`config.mk`:
```
export PLATFORM = sky130hd
export DESIGN_NAME = load_store_unit
export DESIGN_NICKNAME = d
export VERILOG_FILES = /design/src/rtl/load_store_unit.sv
export SDC_FILE = /design/constraint.sdc
export NUM_CORES = 1
export LEC_CHECK = 0
export BUFFER_PORTS_ARGS = -buffer_cell sky130_fd_sc_hd__buf_4
export CAP_MARGIN = 20
export CORE_UTILIZATION = 52
export CTS_CLUSTER_SIZE = 16
export DETAILED_ROUTE_END_ITERATION = 10
export PLACE_DENSITY = 0.85
export SLEW_MARGIN = 25
export SYNTH_ARGS = -nofsm -noshare
export SYNTH_HDL_FRONTEND = slang
export SYNTH_SLANG_ARGS = --single-unit
```
`constraint.sdc`:
```
create_clock -name clk -period 3.8 [get_ports clk]
set_input_delay 0.38 -clock clk [delete_from_list [all_inputs] [get_ports clk]]
set_output_delay 0.38 -clock clk [all_outputs]
set_load 0.02 [all_outputs]
```
`src/rtl/load_store_unit.sv`:
```
`default_nettype none
// ============================================================================
//  Module   : load_store_unit
//  Purpose  : RV32I load/store unit between a core request/response handshake
//             and a single-cycle-latency word memory. Handles byte/halfword
//             lane selection, store-data replication and load extension.
//  Option   : LSU_MISALIGN_TRAP_EN - when defined, misaligned H/W accesses
//             respond with rsp_err instead of being forced to alignment.
//  Revision : 1.0 - initial release
// ============================================================================
module load_store_unit #(
    parameter int ADDR_WIDTH = 14
) (
    input  logic                  clk,
    input  logic                  rst_n,
    input  logic                  req_valid,
    output logic                  req_ready,
    input  logic                  req_we,
    input  logic [2:0]            req_funct3,
    input  logic [ADDR_WIDTH-1:0] req_addr,
    input  logic [31:0]           req_wdata,
    output logic                  rsp_valid,
    input  logic                  rsp_ready,
    output logic [31:0]           rsp_rdata,
    output logic                  rsp_err,
    output logic [ADDR_WIDTH-3:0] mem_addr,
    output logic [31:0]           mem_wdata,
    output logic                  mem_we,
    output logic                  mem_re,
    output logic [3:0]            mem_byte_sel,
    input  logic [31:0]           mem_rdata
);

    typedef enum logic [1:0] {
        IDLE    = 2'd0,
        ISSUE   = 2'd1,
        CAPTURE = 2'd2,
        RESP    = 2'd3
    } state_t;

    state_t                r_state;
    state_t                w_next;
    logic                  r_we;
    logic [2:0]            r_funct3;
    logic [1:0]            r_off;
    logic                  r_err;

    logic                  w_accept;
    logic                  w_illegal;
    logic                  w_misalign;
    logic [ADDR_WIDTH-1:0] w_addr_eff;
    logic [31:0]           w_store_data;
    logic                  w_issue_ok;
    logic [3:0]            w_lanes;
    logic [31:0]           w_shifted;
    logic [31:0]           w_load_data;

    // Decode the incoming request: legality, alignment handling, store data
    always_comb begin
        w_accept   = req_valid && (r_state == IDLE);
        // 011, 11x, and the unsigned codes used as stores have no meaning
        w_illegal  = (req_funct3 == 3'b011) || (req_funct3[2:1] == 2'b11) ||
                     (req_funct3[2] && req_we);
        w_addr_eff = req_addr;
`ifdef LSU_MISALIGN_TRAP_EN
        w_misalign = ((req_funct3[1:0] == 2'b01) && req_addr[0]) ||
                     ((req_funct3[1:0] == 2'b10) && (req_addr[1:0] != 2'b00));
`else
        // Without trapping, misaligned halfwords/words snap down to alignment
        w_misalign = 1'b0;
        if (req_funct3[1:0] == 2'b01)
            w_addr_eff[0] = 1'b0;
        else if (req_funct3[1:0] == 2'b10)
            w_addr_eff[1:0] = 2'b00;
`endif
        case (req_funct3[1:0])
            2'b00:   w_store_data = {4{req_wdata[7:0]}};
            2'b01:   w_store_data = {2{req_wdata[15:0]}};
            default: w_store_data = req_wdata;
        endcase
    end

    // State register
    always_ff @(posedge clk or negedge rst_n) begin
        if (!rst_n)
            r_state <= IDLE;
        else
            r_state <= w_next;
    end

    // Next-state and handshake/memory-strobe outputs; strobes derive from the
    // asynchronously reset state so a reset in ISSUE kills them at once
    always_comb begin
        w_next       = r_state;
        req_ready    = 1'b0;
        rsp_valid    = 1'b0;
        w_issue_ok   = 1'b0;
        mem_we       = 1'b0;
        mem_re       = 1'b0;
        mem_byte_sel = 4'b0000;
        w_lanes      = 4'b1111;
        case (r_funct3[1:0])
            2'b00:   w_lanes = 4'b0001 << r_off;
            2'b01:   w_lanes = 4'b0011 << {r_off[1], 1'b0};
            default: w_lanes = 4'b1111;
        endcase
        case (r_state)
            IDLE: begin
                req_ready = 1'b1;
                if (req_valid)
                    w_next = ISSUE;
            end
            ISSUE: begin
                w_issue_ok   = !r_err;
                mem_we       = w_issue_ok && r_we;
                mem_re       = w_issue_ok && !r_we;
                mem_byte_sel = w_issue_ok ? w_lanes : 4'b0000;
                w_next       = (r_err || r_we) ? RESP : CAPTURE;
            end
            CAPTURE: begin
                w_next = RESP;
            end
            RESP: begin
                rsp_valid = 1'b1;
                if (rsp_ready)
                    w_next = IDLE;
            end
            default: w_next = IDLE;
        endcase
    end

    // Latch the accepted request; mem_addr/mem_wdata hold until the next accept
    always_ff @(posedge clk or negedge rst_n) begin
        if (!rst_n) begin
            r_we      <= 1'b0;
            r_funct3  <= 3'b000;
            r_off     <= 2'b00;
            r_err     <= 1'b0;
            mem_addr  <= '0;
            mem_wdata <= 32'h0;
        end else if (w_accept) begin
            r_we      <= req_we;
            r_funct3  <= req_funct3;
            r_off     <= w_addr_eff[1:0];
            r_err     <= w_illegal || w_misalign;
            mem_addr  <= w_addr_eff[ADDR_WIDTH-1:2];
            mem_wdata <= w_store_data;
        end
    end

    // Align the returned word to the addressed lane and extend to 32 bits
    always_comb begin
        w_shifted = mem_rdata >> {r_off, 3'b000};
        case (r_funct3)
            3'b000:  w_load_data = {{24{w_shifted[7]}}, w_shifted[7:0]};
            3'b001:  w_load_data = {{16{w_shifted[15]}}, w_shifted[15:0]};
            3'b100:  w_load_data = {24'h0, w_shifted[7:0]};
            3'b101:  w_load_data = {16'h0, w_shifted[15:0]};
            default: w_load_data = w_shifted;
        endcase
    end

    // Response registers: cleared/flagged in ISSUE, load data filled in CAPTURE
    always_ff @(posedge clk or negedge rst_n) begin
        if (!rst_n) begin
            rsp_rdata <= 32'h0;
            rsp_err   <= 1'b0;
        end else if (r_state == ISSUE) begin
            rsp_rdata <= 32'h0;
            rsp_err   <= r_err;
        end else if (r_state == CAPTURE) begin
            rsp_rdata <= w_load_data;
        end
    end

endmodule
`default_nettype wire

```
==> metrics.md, run 1 <==
| Metric | Value |
|---|---|
| Routed Antenna Nets | `0` |
| RePlAce Congestion | `0.8184` |
| Peak Freq | `0.4509 GHz` |
| Pint | `0.002865 W` |
| Setup CP Type | `register to register` |
| Syn. warnings | `0` |
| CTS tree | `built` |
| Yosys cell types | `32` |
| Fin crit share | `0.5836` |
| Lkg Pwr | `2.845 nW` |
| Min-delay worst type | `input pin to async pin` |
| RSZ-0062 raised after global routing | `no` |
| Crit path arrival time | `2.49 ns` |
| Combinational share of power | `0.544` |
| R2R setup slack | `1.58 ns` |
| DR WL/cell | `16.84 um` |
| Top-area cell type share of the netlist area | `0.5125` |
| Nets in the synthesized netlist | `475` |
| Clk slew on worst S/H paths | `0.08 ns` |
| Worst R2R End | `rsp_rdata[25]` |
| Pin count of the biggest net entering global routing | `87` |
| IO Pins | `171` |
| Post-CTS setup buffers | `0` |
| Synth Register Bits | `86` |
| # clock sinks | `86` |
| Final hold violation count | `0` |
| R2R depth | `6` |
| Slew @ Worst Pin | `0.7999 ns` |
| Clk_skew | `0.007686 ns` |
| PnR worst setup slack | `1.582 ns` |
| Sw frac | `0.4248` |
| Commonest cells after routing, fill and taps aside | `174 x buf_4, 86 x dfrtp_1, 42 x mux2i_1` |
| Ys async rst share | `1.000` |
| Post-DP HPWL | `8.045 mm` |
| Max Cap Viol | `0` |
| Max Used Layer | `met4` |
| Pins Over Slew Limit | `0` |
| Placed cell count | `633` |
| DIE AREA | `0.008438 mm^2` |
| Total length of routed met2 wires | `5.406 mm` |
| Most common cell after layout, fill and taps aside | `buf_4` |
| Crit. Startpoint | `r_state[0]` |
| Crit-path max FO | `10` |
| R2R Path Start | `r_state[0]` |
| Final Non-Filler Cells | `649` |
| CTS Buf Count | `9` |
| CORE AREA | `0.007767 mm^2` |
| Total Power | `0.004981 W` |
| # setup viols final | `0` |
| Seq pwr share | `0.321` |
| Vias | `3598` |
| Hold_buf cts | `0` |
| Synthesized cell area | `0.004199 mm^2` |
| Vias in the first global route | `3522` |
| Fin area | `0.005729 mm^2` |
| Sequential fraction of the synthesis area | `0.5125` |
| Synth area leaders | `dfrtp_1 51%, mux2i_1 10%, mux2_2 6.4%` |
| Cts repair resizes | `0` |
| CP Data Required Time | `4.08 ns` |
| Post-synth EDFFs | `0` |
| Clk Latency, worst-skew pair | `0.34 ns` |
| Final setup TNS | `0 ns` |
| Antenna violations before repair | `0` |
| Clock network power share | `0.135` |
| Maximum buffer depth of the clock tree | `2` |
| DP Worst Slack | `1.639 ns` |
| Prevailing post-synth register cell | `dfrtp_1` |
| Synthesis-to-finish area growth | `36.44%` |
| Starting density of the core | `0.5406` |
| Net count, final | `632` |
| Gr usage total | `0.2649` |
| Yosys top cell by area | `dfrtp_1` |
| DRT iter0 DRCs | `117` |
| DIE HEIGHT | `91.86 um` |
| Maximum VDD drop | `404.6 uV` |
| WL met1 | `4.487 mm` |
| Die W | `91.86 um` |
| Overflow after GRT | `0` |
| Placed Area | `0.005515 mm^2` |
| Drt via density | `5.544` |
| Cells after Synth | `385` |
| Syn_area_per_cell | `10.91 um^2` |
| FP Rows | `32` |
| Clock root buffer | `clkbuf_8` |
| Diode count | `0` |
| Status | `completed` |
| Drt pass-1 iters | `4` |
| Layout cell share with drive strength beyond 1 | `0.4059` |
| # DRC | `0` |
| Startpoint Class | `register` |
| Total wire length | `10.93 mm` |
| Worst slew margin | `0.4627` |
| Detail Route met3 WL | `928 um` |
| Sw power | `0.002116 W` |
| Pwr Density | `869.4 mW/mm^2` |
| Port Buf Inserts | `170` |
| H-tree depth | `3` |
| CP endpoint kind | `register` |
| Final min period | `2.218 ns` |
| First-pass GRT wire length | `17.36 mm` |
Yosys cell counts, types with 3 or more instances:
cell and count:
ha_1 4, nor2b_1 7, nand2_1 31, nand3b_1 7, mux2i_1 42, buf_1 5
o2bb2ai_1 8, buf_2 3, mux2_2 24, o21ai_0 40, a211oi_1 7, a22o_1 8
clkbuf_1 19, nand2b_1 4, a221o_1 8, dfrtp_1 86, a21oi_1 28, nor2_1 22
a211o_1 8, inv_1 9
final cells by class:
cell class | count | area, um^2
inverter | 9 | 33.78
sequential | 86 | 2152
tap | 102 | 127.6
timing repair buffer | 175 | 1318
clock inverter | 4 | 55.05
multi-input combinational | 261 | 1888
clock buffer | 12 | 155.1
fill | 586 | 2038
power groups by stage:
| stage | Clock [W] | Combinational [W] | Sequential, W |
|---|---|---|---|
| after floorplan | 0 | 0.00131 | 0.00199 |
| after global placement | 0 | 0.00262 | 0.00160 |
| after detailed placement | 0 | 0.00271 | 0.00161 |
| after CTS | 0.000677 | 0.00272 | 0.00160 |
| after global routing | 0.000719 | 0.00292 | 0.00164 |
| final | 0.000672 | 0.00271 | 0.00160 |
worst max-delay path: stages, from the launching register on:
cell      delay (ns)
dfrtp_1         0.39
inv_1           0.10
ha_1            0.33
nand2b_1        0.26
or3_1           0.55
nor2_2          0.31
a221o_1         0.20
metrics by stage:
| step | hold slack (ns) | util |
|---|---|---|
| after floorplan | 0.08441 | - |
| after global placement | 0.4653 | 0.7101 |
| after detailed placement | 0.4710 | 0.7101 |
| after CTS | 0.2472 | 0.7371 |
| after global routing | 0.1306 | 0.7376 |
| final | 0.05952 | 0.7376 |
state kept, by name (all words and copies together), names as in the netlist:
signal	count
mem_addr	12
mem_wdata	32
r_err	1
r_funct3	3
r_off	2
r_state	2
r_we	1
rsp_err	1
rsp_rdata	32
worst max-delay path by stage:
stage / to / slack, ns / cells past startpoint
2_1_floorplan: mem_byte_sel[3] / 1.86 / 5
3_3_place_gp: rsp_rdata[28] / 1.73 / 6
3_5_place_dp: rsp_rdata[29] / 1.64 / 6
4_1_cts: rsp_rdata[30] / 1.61 / 6
5_1_grt: rsp_rdata[29] / 1.45 / 6
6_report: rsp_rdata[25] / 1.58 / 6
per-layer routing:
metal,GRT usage,vias to the layer above
met1,0.3263,1730
met5,0,-
li1,-,1696
met4,0.07031,0
met2,0.4558,162
met3,0.07629,10
cell families after synthesis:
group	count (synthesis)	share of synthesized area
AO/OA/AOI/OAI	111	0.1701
adder cells (fa/ha/maj)	4	0.01192
buffers and inverters	38	0.03844
flip-flops	86	0.5125
multiplexers	68	0.1752
AND/OR/NAND/NOR	78	0.09178
Power figures use the tool's default switching activity.
==> run 2, diff against run 1 <==
--- a/config.mk
+++ b/config.mk
@@ -7,10 +7,10 @@
 export LEC_CHECK = 0
 export BUFFER_PORTS_ARGS = -buffer_cell sky130_fd_sc_hd__buf_4
 export CAP_MARGIN = 20
-export CORE_UTILIZATION = 52
+export CORE_UTILIZATION = 44
 export CTS_CLUSTER_SIZE = 16
 export DETAILED_ROUTE_END_ITERATION = 10
-export PLACE_DENSITY = 0.85
+export PLACE_DENSITY = 0.77
 export SLEW_MARGIN = 25
 export SYNTH_ARGS = -nofsm -noshare
 export SYNTH_HDL_FRONTEND = slang
==> constraint.sdc (replaced) <==
create_clock -name clk -period 1.8 [get_ports clk]
set_input_delay 0.18 -clock clk [delete_from_list [all_inputs] [get_ports clk]]
set_output_delay 0.18 -clock clk [all_outputs]
set_load 0.02 [all_outputs]
==> metrics.md, run 2 (same netlist as run 1, synthesis figures left out) <==
| Metric | Value |
|---|---|
| Status | `completed (unchanged)` |
| # setup viols final | `0 (unchanged)` |
| Diode count | `0 (unchanged)` |
| Lkg Pwr | `2.896 nW (was 2.845 nW)` |
| DR WL/cell | `16.59 um (was 16.84 um)` |
| Max Cap Viol | `0 (unchanged)` |
| Clock network power share | `0.115 (was 0.135)` |
| Overflow after GRT | `0 (unchanged)` |
| FF+latch area | `0.002152 mm^2 (unchanged)` |
| CP Data Required Time | `2.09 ns (was 4.08 ns)` |
| Placed Area | `0.005664 mm^2 (was 0.005515 mm^2)` |
| Post-DP HPWL | `8.411 mm (was 8.045 mm)` |
| Maximum VDD drop | `978.7 uV (was 404.6 uV)` |
| Pwr Density | `1812 mW/mm^2 (was 869.4 mW/mm^2)` |
| Vias | `3702 (was 3598)` |
| Vias in the first global route | `3592 (was 3522)` |
| Fin area | `0.005909 mm^2 (was 0.005729 mm^2)` |
| Layout cell share with drive strength beyond 1 | `0.4291 (was 0.4059)` |
| Crit path arrival time | `2.07 ns (was 2.49 ns)` |
| DIE HEIGHT | `99.69 um (was 91.86 um)` |
| CP endpoint kind | `register (unchanged)` |
| Commonest cells after routing, fill and taps aside | `178 x buf_4, 86 x dfrtp_1, 42 x mux2i_1 (was 174 x buf_4, 86 x dfrtp_1, 42 x mux2i_1)` |
| Slew @ Worst Pin | `0.6768 ns (was 0.7999 ns)` |
| Setup CP Type | `register to register (unchanged)` |
| Drt pass-1 iters | `4 (unchanged)` |
| Peak Freq | `0.5616 GHz (was 0.4509 GHz)` |
| Top Registers | `mem_wdata x32, rsp_rdata x32, mem_addr x12 (unchanged)` |
| Final Non-Filler Cells | `686 (was 649)` |
| Sw power | `0.004601 W (was 0.002116 W)` |
| Largest stage delay on the critical path | `0.40 ns (was 0.55 ns)` |
| Final hold violation count | `0 (unchanged)` |
| Fin crit share | `0.9893 (was 0.5836)` |
| Routed Antenna Nets | `0 (unchanged)` |
| Combinational share of power | `0.568 (was 0.544)` |
| Port Buf Inserts | `170 (unchanged)` |
| Die W | `99.69 um (was 91.86 um)` |
| Crit-path slowest cell | `dfrtp_1 (was or3_1)` |
| Pint | `0.006107 W (was 0.002865 W)` |
| Gr usage total | `0.2331 (was 0.2649)` |
| Final min period | `1.781 ns (was 2.218 ns)` |
| FP Rows | `35 (was 32)` |
| Clk_skew | `0.008594 ns (was 0.007686 ns)` |
| Placed cell count | `668 (was 633)` |
| IO Pins | `171 (unchanged)` |
| DRT iter0 DRCs | `94 (was 117)` |
| Drt via density | `5.397 (was 5.544)` |
| Synthesis-to-finish area growth | `40.73% (was 36.44%)` |
| RePlAce Congestion | `0.8564 (was 0.8184)` |
| RSZ-0062 raised after global routing | `yes (was no)` |
| Sw frac | `0.4297 (was 0.4248)` |
| First-pass GRT wire length | `17.93 mm (was 17.36 mm)` |
| # DRC | `0 (unchanged)` |
| Total wire length | `11.38 mm (was 10.93 mm)` |
| Most common cell after layout, fill and taps aside | `buf_4 (unchanged)` |
| H-tree depth | `3 (unchanged)` |
| CTS tree | `built (unchanged)` |
| Crit-path max FO | `5 (was 10)` |
| Maximum buffer depth of the clock tree | `2 (unchanged)` |
| CORE AREA | `0.009240 mm^2 (was 0.007767 mm^2)` |
| Min-delay worst type | `input pin to register (was input pin to async pin)` |
| Net count, final | `642 (was 632)` |
| Pin count of the biggest net entering global routing | `57 (was 87)` |
| Fillers | `710 (was 586)` |
| Pins Over Slew Limit | `0 (unchanged)` |
| # clock sinks | `86 (unchanged)` |
| R2R setup slack | `0.02 ns (was 1.58 ns)` |
| Startpoint Class | `register (unchanged)` |
| Clk Latency, worst-skew pair | `0.34 ns (about the same)` |
| Antenna violations before repair | `0 (unchanged)` |
| Worst slew margin | `0.5472 (was 0.4627)` |
| Clk slew on worst S/H paths | `0.09 ns (was 0.08 ns)` |
| Seq pwr share | `0.317 (was 0.321)` |
| Starting density of the core | `0.4544 (was 0.5406)` |
| CP Cell Sequence | `inv_1 -> ha_4 -> nand2b_1 -> or3_4 -> buf_4 -> nor2_1 -> a211o_1 (was inv_1 -> ha_1 -> nand2b_1 -> or3_1 -> nor2_2 -> a221o_1)` |
| DIE AREA | `0.009938 mm^2 (was 0.008438 mm^2)` |
| Clock root buffer | `clkbuf_8 (unchanged)` |
| CTS Buf Count | `9 (unchanged)` |
| Multi-input gate area | `0.001939 mm^2 (was 0.001888 mm^2)` |
-- run 2: worst max-delay path, delay by kind of cell, from the launching register on --
| kind | cells | cell delay (ns) |
|---|---|---|
| compound gates | 1 | 0.12 |
| simple gates | 3 | 0.58 |
| fa+ha+maj | 1 | 0.30 |
| flops | 1 | 0.40 |
| buf+inv | 2 | 0.31 |
-- run 2: path summary, 6_finish.rpt --
path                               start            end  cells after the start
max in group asynchronous          rst_n  mem_wdata[26]                      3
setup reg to reg              r_state[0]  rsp_rdata[20]                      7
min in group asynchronous          rst_n  rsp_rdata[14]                      2
setup / recovery              r_state[0]  rsp_rdata[20]                      7
hold / removal              req_addr[10]    mem_addr[8]                      2
hold reg to reg            mem_wdata[10]  mem_wdata[10]                      2
-- run 2: routing by layer --
| metal | vias up | share of wire | global-route usage |
|---|---|---|---|
| met2 | 185 | 0.47 | 0.3751 |
| met3 | 16 | 0.087 | 0.06606 |
| met4 | 0 | 0.018 | 0.08032 |
| met1 | 1785 | 0.43 | 0.3023 |
| li1 | 1716 | - | - |
| met5 | - | 0 | 0 |
-- run 2: timing repair --
action | CTS | global route
cloned | 0 | 0
hold buffers | 1 | 0
resized for setup | 6 | 6
setup endpoints to repair | 7 | 10
endpoints found under the hold margin | 43 | 0
setup buffers | 0 | 1
-- run 2: layout make-up --
type                            count  area share
Multi-Input combinational cell    261      0.3282
Timing Repair Buffer              185      0.2452
Clock buffer                       10     0.02160
Clock inverter                      6    0.007834
Tap cell                          129     0.02731
Inverter                            9    0.005717
Sequential cell                    86      0.3642
-- run 2: stage by stage --
step	setup TNS, ns	total power, W	hold WS [ns]	util	setup slack (ns)
3_3_place_gp	0	0.009150	0.2126	0.6130	0.1040
6_report	0	0.01071	0.05694	0.6395	0.01930
5_1_grt	-0.1069	0.01140	0.03096	0.6395	-0.03029
2_1_floorplan	0	0.006976	-0.1156	-	0.01043
4_1_cts	0	0.01063	0.03840	0.6349	0.02586
3_5_place_dp	-0.01244	0.009345	0.2147	0.6130	-0.01244
-- run 2: power by group through the flow --
stage | sequential [W] | clock, W | combinational (W)
after global routing | 0.00349 | 0.00136 | 0.00655
after global placement | 0.00337 | 0 | 0.00578
after detailed placement | 0.00341 | 0 | 0.00594
after CTS | 0.00339 | 0.00126 | 0.00598
after floorplan | 0.00419 | 0 | 0.00278
final | 0.00339 | 0.00123 | 0.00608
